**src/rtl/ysyx_25040101_lsu.sv**
```systemverilog
// ============================================================================
// Module   : ysyx_25040101_lsu
// Brief    : Multi-cycle load/store unit with a single-outstanding
//            valid/ready memory port and byte-lane load extension.
//            Optional misaligned-access trap: YSYX_25040101_LSU_MISALIGN_CHECK_EN
// Revision : 1.0 - initial release
// ============================================================================
`default_nettype none

module ysyx_25040101_lsu #(
    parameter int ADDR_W = 32
) (
    input  logic              clk,
    input  logic              rst,
    input  logic              req_valid_i,
    output logic              req_ready_o,
    input  logic [ADDR_W-1:0] req_addr_i,
    input  logic              req_wen_i,
    input  logic [1:0]        req_size_i,
    input  logic              req_unsigned_i,
    input  logic [31:0]       req_wdata_i,
    output logic              resp_valid_o,
    output logic [31:0]       resp_rdata_o,
    output logic              resp_err_o,
    output logic              mem_valid_o,
    input  logic              mem_ready_i,
    output logic [ADDR_W-1:0] mem_addr_o,
    output logic              mem_wen_o,
    output logic [31:0]       mem_wdata_o,
    output logic [3:0]        mem_wmask_o,
    input  logic              mem_rvalid_i,
    input  logic [31:0]       mem_rdata_i
);

    localparam logic [1:0] S_IDLE = 2'd0;
    localparam logic [1:0] S_REQ  = 2'd1;
    localparam logic [1:0] S_WAIT = 2'd2;
    localparam logic [1:0] S_RESP = 2'd3;

    logic [1:0]        state_q,     state_d;
    logic [ADDR_W-1:0] mem_addr_q,  mem_addr_d;
    logic              mem_wen_q,   mem_wen_d;
    logic [31:0]       mem_wdata_q, mem_wdata_d;
    logic [3:0]        mem_wmask_q, mem_wmask_d;
    logic [1:0]        lane_q,      lane_d;
    logic [1:0]        size_q,      size_d;
    logic              unsigned_q,  unsigned_d;
    logic [31:0]       rdata_q,     rdata_d;
    logic              err_q,       err_d;

    logic              accept;
    logic              misalign;
    logic [7:0]        byte_v;
    logic [15:0]       half_v;
    logic [31:0]       load_ext;

    assign accept = (state_q == S_IDLE) && req_valid_i;

`ifdef YSYX_25040101_LSU_MISALIGN_CHECK_EN
    always_comb begin
        misalign = 1'b0;
        case (req_size_i)
            2'b01:   misalign = req_addr_i[0];
            2'b10,
            2'b11:   misalign = |req_addr_i[1:0];
            default: misalign = 1'b0;
        endcase
    end
`else
    assign misalign = 1'b0;
`endif

    always_ff @(posedge clk) begin
        if (rst) begin
            state_q     <= S_IDLE;
            mem_addr_q  <= '0;
            mem_wen_q   <= 1'b0;
            mem_wdata_q <= '0;
            mem_wmask_q <= '0;
            lane_q      <= '0;
            size_q      <= '0;
            unsigned_q  <= 1'b0;
            rdata_q     <= '0;
            err_q       <= 1'b0;
        end else begin
            state_q     <= state_d;
            mem_addr_q  <= mem_addr_d;
            mem_wen_q   <= mem_wen_d;
            mem_wdata_q <= mem_wdata_d;
            mem_wmask_q <= mem_wmask_d;
            lane_q      <= lane_d;
            size_q      <= size_d;
            unsigned_q  <= unsigned_d;
            rdata_q     <= rdata_d;
            err_q       <= err_d;
        end
    end

    always_comb begin
        state_d = state_q;
        case (state_q)
            S_IDLE:  if (accept) state_d = misalign ? S_RESP : S_REQ;
            S_REQ:   if (mem_ready_i) state_d = S_WAIT;
            S_WAIT:  if (mem_rvalid_i) state_d = S_RESP;
            default: state_d = S_IDLE;
        endcase
    end

    // Lane select and extension of the returned word
    always_comb begin
        byte_v   = mem_rdata_i[{lane_q, 3'b000} +: 8];
        half_v   = mem_rdata_i[{lane_q[1], 4'b0000} +: 16];
        load_ext = mem_rdata_i;
        case (size_q)
            2'b00:   load_ext = {{24{~unsigned_q & byte_v[7]}}, byte_v};
            2'b01:   load_ext = {{16{~unsigned_q & half_v[15]}}, half_v};
            default: load_ext = mem_rdata_i;
        endcase
    end

    always_comb begin
        mem_addr_d  = mem_addr_q;
        mem_wen_d   = mem_wen_q;
        mem_wdata_d = mem_wdata_q;
        mem_wmask_d = mem_wmask_q;
        lane_d      = lane_q;
        size_d      = size_q;
        unsigned_d  = unsigned_q;
        rdata_d     = rdata_q;
        err_d       = err_q;
        if (accept && !misalign) begin
            mem_addr_d  = {req_addr_i[ADDR_W-1:2], 2'b00};
            mem_wen_d   = req_wen_i;
            lane_d      = req_addr_i[1:0];
            size_d      = req_size_i;
            unsigned_d  = req_unsigned_i;
            mem_wdata_d = '0;
            mem_wmask_d = '0;
            if (req_wen_i) begin
                case (req_size_i)
                    2'b00: begin
                        mem_wmask_d = 4'b0001 << req_addr_i[1:0];
                        mem_wdata_d = {4{req_wdata_i[7:0]}};
                    end
                    2'b01: begin
                        mem_wmask_d = 4'b0011 << {req_addr_i[1], 1'b0};
                        mem_wdata_d = {2{req_wdata_i[15:0]}};
                    end
                    default: begin
                        mem_wmask_d = 4'b1111;
                        mem_wdata_d = req_wdata_i;
                    end
                endcase
            end
        end
        if (accept && misalign) begin
            rdata_d = '0;
            err_d   = 1'b1;
        end
        if ((state_q == S_WAIT) && mem_rvalid_i) begin
            rdata_d = mem_wen_q ? 32'd0 : load_ext;
            err_d   = 1'b0;
        end
    end

    always_comb begin
        req_ready_o  = (state_q == S_IDLE);
        mem_valid_o  = (state_q == S_REQ);
        resp_valid_o = (state_q == S_RESP);
        mem_addr_o   = mem_addr_q;
        mem_wen_o    = mem_wen_q;
        mem_wdata_o  = mem_wdata_q;
        mem_wmask_o  = mem_wmask_q;
        resp_rdata_o = rdata_q;
`ifdef YSYX_25040101_LSU_MISALIGN_CHECK_EN
        resp_err_o   = err_q;
`else
        resp_err_o   = 1'b0;
`endif
    end

endmodule

`default_nettype wire

```
**config.mk**
```make
export PLATFORM = sky130hd
export DESIGN_NAME = ysyx_25040101_lsu
export DESIGN_NICKNAME = d
export VERILOG_FILES = /design/src/rtl/ysyx_25040101_lsu.sv
export SDC_FILE = /design/constraint.sdc
export NUM_CORES = 1
export LEC_CHECK = 0
export CAP_MARGIN = 20
export CORE_ASPECT_RATIO = 0.8
export CORE_MARGIN = 10
export CORE_UTILIZATION = 42
export DETAILED_ROUTE_END_ITERATION = 8
export PLACE_DENSITY_LB_ADDON = 0.12
export SKIP_CTS_REPAIR_TIMING = 1
export SYNTH_ARGS = -nofsm -noshare
export SYNTH_HDL_FRONTEND = slang
export SYNTH_SLANG_ARGS = --single-unit
```
**constraint.sdc**
```tcl
create_clock -name clk -period 2.6 [get_ports clk]
set_input_delay 0.78 -clock clk [delete_from_list [all_inputs] [get_ports clk]]
set_output_delay 0.78 -clock clk [all_outputs]
set_load 0.01 [all_outputs]
```
==> flow_metrics.env, run 1 <==
export IMPL_seq_area_frac_synth_pct=45.8
export IMPL_rows=34
export IMPL_nets=861
export IMPL_num_vias=4753
export IMPL_dp_hpwl_microns=12300
export IMPL_p_switching_mw=1.76
export IMPL_htreeDepth=3
export IMPL_drv_slew=0
export IMPL_setup_violations=0
export IMPL_timing_final_ws_setup_ps=172
export IMPL_r2r_start="state_q[0]"
export IMPL_syn_area_per_cell_sq_um=8.22
export IMPL_cts_buffers=9
export IMPL_syn_area_sq_um=4630
export IMPL_synth_edf_count=0
export IMPL_viasPerCell=5.28
export IMPL_place_ws_ps=110
export IMPL_p_clk_share_pct=23.9
export IMPL_worst_setup_path_end_kind="primary output"
export IMPL_die_width_microns=137
export IMPL_hold_class="reg2reg"
export IMPL_seqPwrFrac_pct=38.8
export IMPL_status="finished, final reports clean"
export IMPL_yosysWarnings=0
export IMPL_power_density_nw_per_um2=731
export IMPL_drcViolationCount=0
export IMPL_n_fill_cell=946
export IMPL_vdd_ir_drop_worst_mv=0.475
export IMPL_fin_crit_sh_pct=93.4
export IMPL_drive_above_1_share_pct=7.01
export IMPL_grt_pass1_wl_microns=25200
export IMPL_drt_iter0_drc=321
export IMPL_cp_top_family="buffers and inverters"
export IMPL_synthCells=563
export IMPL_utilization_pct=65.7
export IMPL_slew_headroom_pct=55.8
export IMPL_p_leak_nw=2.70
export IMPL_synth_top_cell_by_area="dfxtp_1"
export IMPL_skew_ps=7.96
export IMPL_pwr_share_comb_pct=37.4
export IMPL_rsz0062_at_grt="no"
export IMPL_dr_pass1_iters=5
export IMPL_cts_tree="built"
export IMPL_grt_pass1_vias=4799
export IMPL_worstPathCellList="inv_1, ha_1, clkdlybuf4s50_1"
export IMPL_cp_buffers_inverters=2
export IMPL_grt_ovfl_total=0
export IMPL_antenna_found_initial=0
export IMPL_track_usage_pct=20.1
export IMPL_synthTopCellsByArea="dfxtp_1 46%, nand2_1 8.7%, a21oi_1 8.0%"
export IMPL_internal_power_mw=3.43
export IMPL_clk_pin_slew_worst_paths_ps=70
export IMPL_setup_tns_ps=0
export IMPL_arrival_ps=1650
export IMPL_drv_cap=0
export IMPL_max_freq_mhz=412
export IMPL_ys_seq_elements=106
export IMPL_period_needed_ps=2430
export IMPL_max_stage_delay_ps=580
export IMPL_slowest_stage="clkdlybuf4s50_1"
export IMPL_crit_path_start_kind="flop"
export IMPL_clock_sinks=106
export IMPL_final_cell_area_sq_um=7100
export IMPL_initial_utilization_pct=42.8
export IMPL_synthArstFlopShare_pct=0
export IMPL_clk_latency_ps=350
export IMPL_r2r_slack_ps=740
export IMPL_final_cell_mix="205 x clkdlybuf4s50_1, 106 x nand2_1, 106 x dfxtp_1"
export IMPL_worstPathRequired_ps=1820
export IMPL_placed_area_sq_um=6830
export IMPL_placed_cells=884
export IMPL_yosysUniqueCellTypes=38
export IMPL_gp_congestion=0.913
export IMPL_tightestPinTransition_ps=663
export IMPL_core_sq_um=10800
export IMPL_grt_max_degree=64
export IMPL_instances_no_fill=900
export IMPL_routedWlPerCell_microns=18.0
export IMPL_hp_start="resp_rdata_o[18]"
export IMPL_layout_commonest_cell="clkdlybuf4s50_1"
export IMPL_crit_fanout=6
export IMPL_synth_top_area_share_pct=45.8
export IMPL_crit_start="state_q[1]"
export IMPL_ctsRootBufferMaster="clkbuf_16"
export IMPL_crit_type="reg2out"
export IMPL_port_buffers=206
export IMPL_synthFlopType="dfxtp_1"
export IMPL_die_area_sq_um=15600
export IMPL_hold_viol=0
export IMPL_holdWs_ps=453
export IMPL_clockBufferDepth=2
export IMPL_io_pins=210
export IMPL_power_mw=5.19
export IMPL_syn_to_final_growth_pct=53.3
export IMPL_dieHeight_microns=114
export IMPL_diodes=0
export IMPL_wirelength_microns=16200
export IMPL_swShare_pct=33.9
export IMPL_ant_nets=0
[path summary, 6_finish.rpt]
check / end / cells after the start
hold / removal: resp_rdata_o[18] / 2
setup reg to reg: resp_rdata_o[20] / 6
setup / recovery: req_ready_o / 3
hold reg to reg: resp_rdata_o[18] / 2
[sequential cells by signal, indices dropped and copies added, names as in the netlist]
register and cells:
mem_wen_o 1, unsigned_q 1, mem_wdata_o 32, lane_q 2, resp_rdata_o 32, mem_wmask_o 4, mem_addr_o 30, size_q 2
state_q 2
[cell families (layout without fill, tap and decap cells)]
| kind of cell | Yosys count | after routing | synth area share, % |
|---|---|---|---|
| flops | 106 | 106 | 45.8 |
| simple gates | 193 | 193 | 17.9 |
| compound gates | 171 | 171 | 24.2 |
| mux | 19 | 19 | 4.62 |
| other cells | 1 | 3 | 0.0810 |
| fa+ha+maj | 5 | 5 | 1.35 |
| buf+inv | 68 | 259 | 6.00 |
[cell type report]
type | instances | area, sq um | area share, %
well taps | 144 | 180 | 2.54
clock buffers | 11 | 233 | 3.28
multi-input cells | 391 | 2240 | 31.6
repair buffers | 221 | 2210 | 31.1
clock inverters | 5 | 31.3 | 0.441
flip-flops and latches | 106 | 2120 | 29.9
inverters | 22 | 82.6 | 1.16
[routing by layer]
metal	GRT usage, %	wire length, microns
met5	0	0
met4	7.15	331
met3	9.84	2090
met2	31.1	7420
met1	23.5	6380
[synth_stat cells, types with 10 or more instances]
| master | instances |
|---|---|
| a21oi_1 | 74 |
| a22oi_1 | 16 |
| a32oi_1 | 16 |
| clkbuf_1 | 36 |
| dfxtp_1 | 106 |
| inv_1 | 21 |
| nand2_1 | 107 |
| nand2b_1 | 18 |
| nor2_1 | 43 |
| o21ai_0 | 18 |
| o21ai_2 | 10 |
[worst register-to-register path, stage by stage (launching register included)]
cell     delay, ps
dfxtp_1        360
inv_1          100
ha_1           260
nand2_2         70
or3_1          370
a211o_4        440
o21ai_0        200
[power by group through the flow]
stage	Sequential, mW	Clock (mW)	Combinational (mW)
detailed placement	2.05	0	1.94
global route	2.04	1.33	2.12
floorplan	2.12	0	0.908
finish	2.01	1.24	1.94
CTS	2.01	1.27	1.95
global placement	2.03	0	1.89
Note: power is estimated with default switching activity, not from simulation.
==> inputs of run 2 (changes only) <==
Settings changed: GPL_ROUTABILITY_DRIVEN from default to 0.
==> results of run 2 <==
Same layout as run 1: the final DEF is identical, and so are final timing and power.
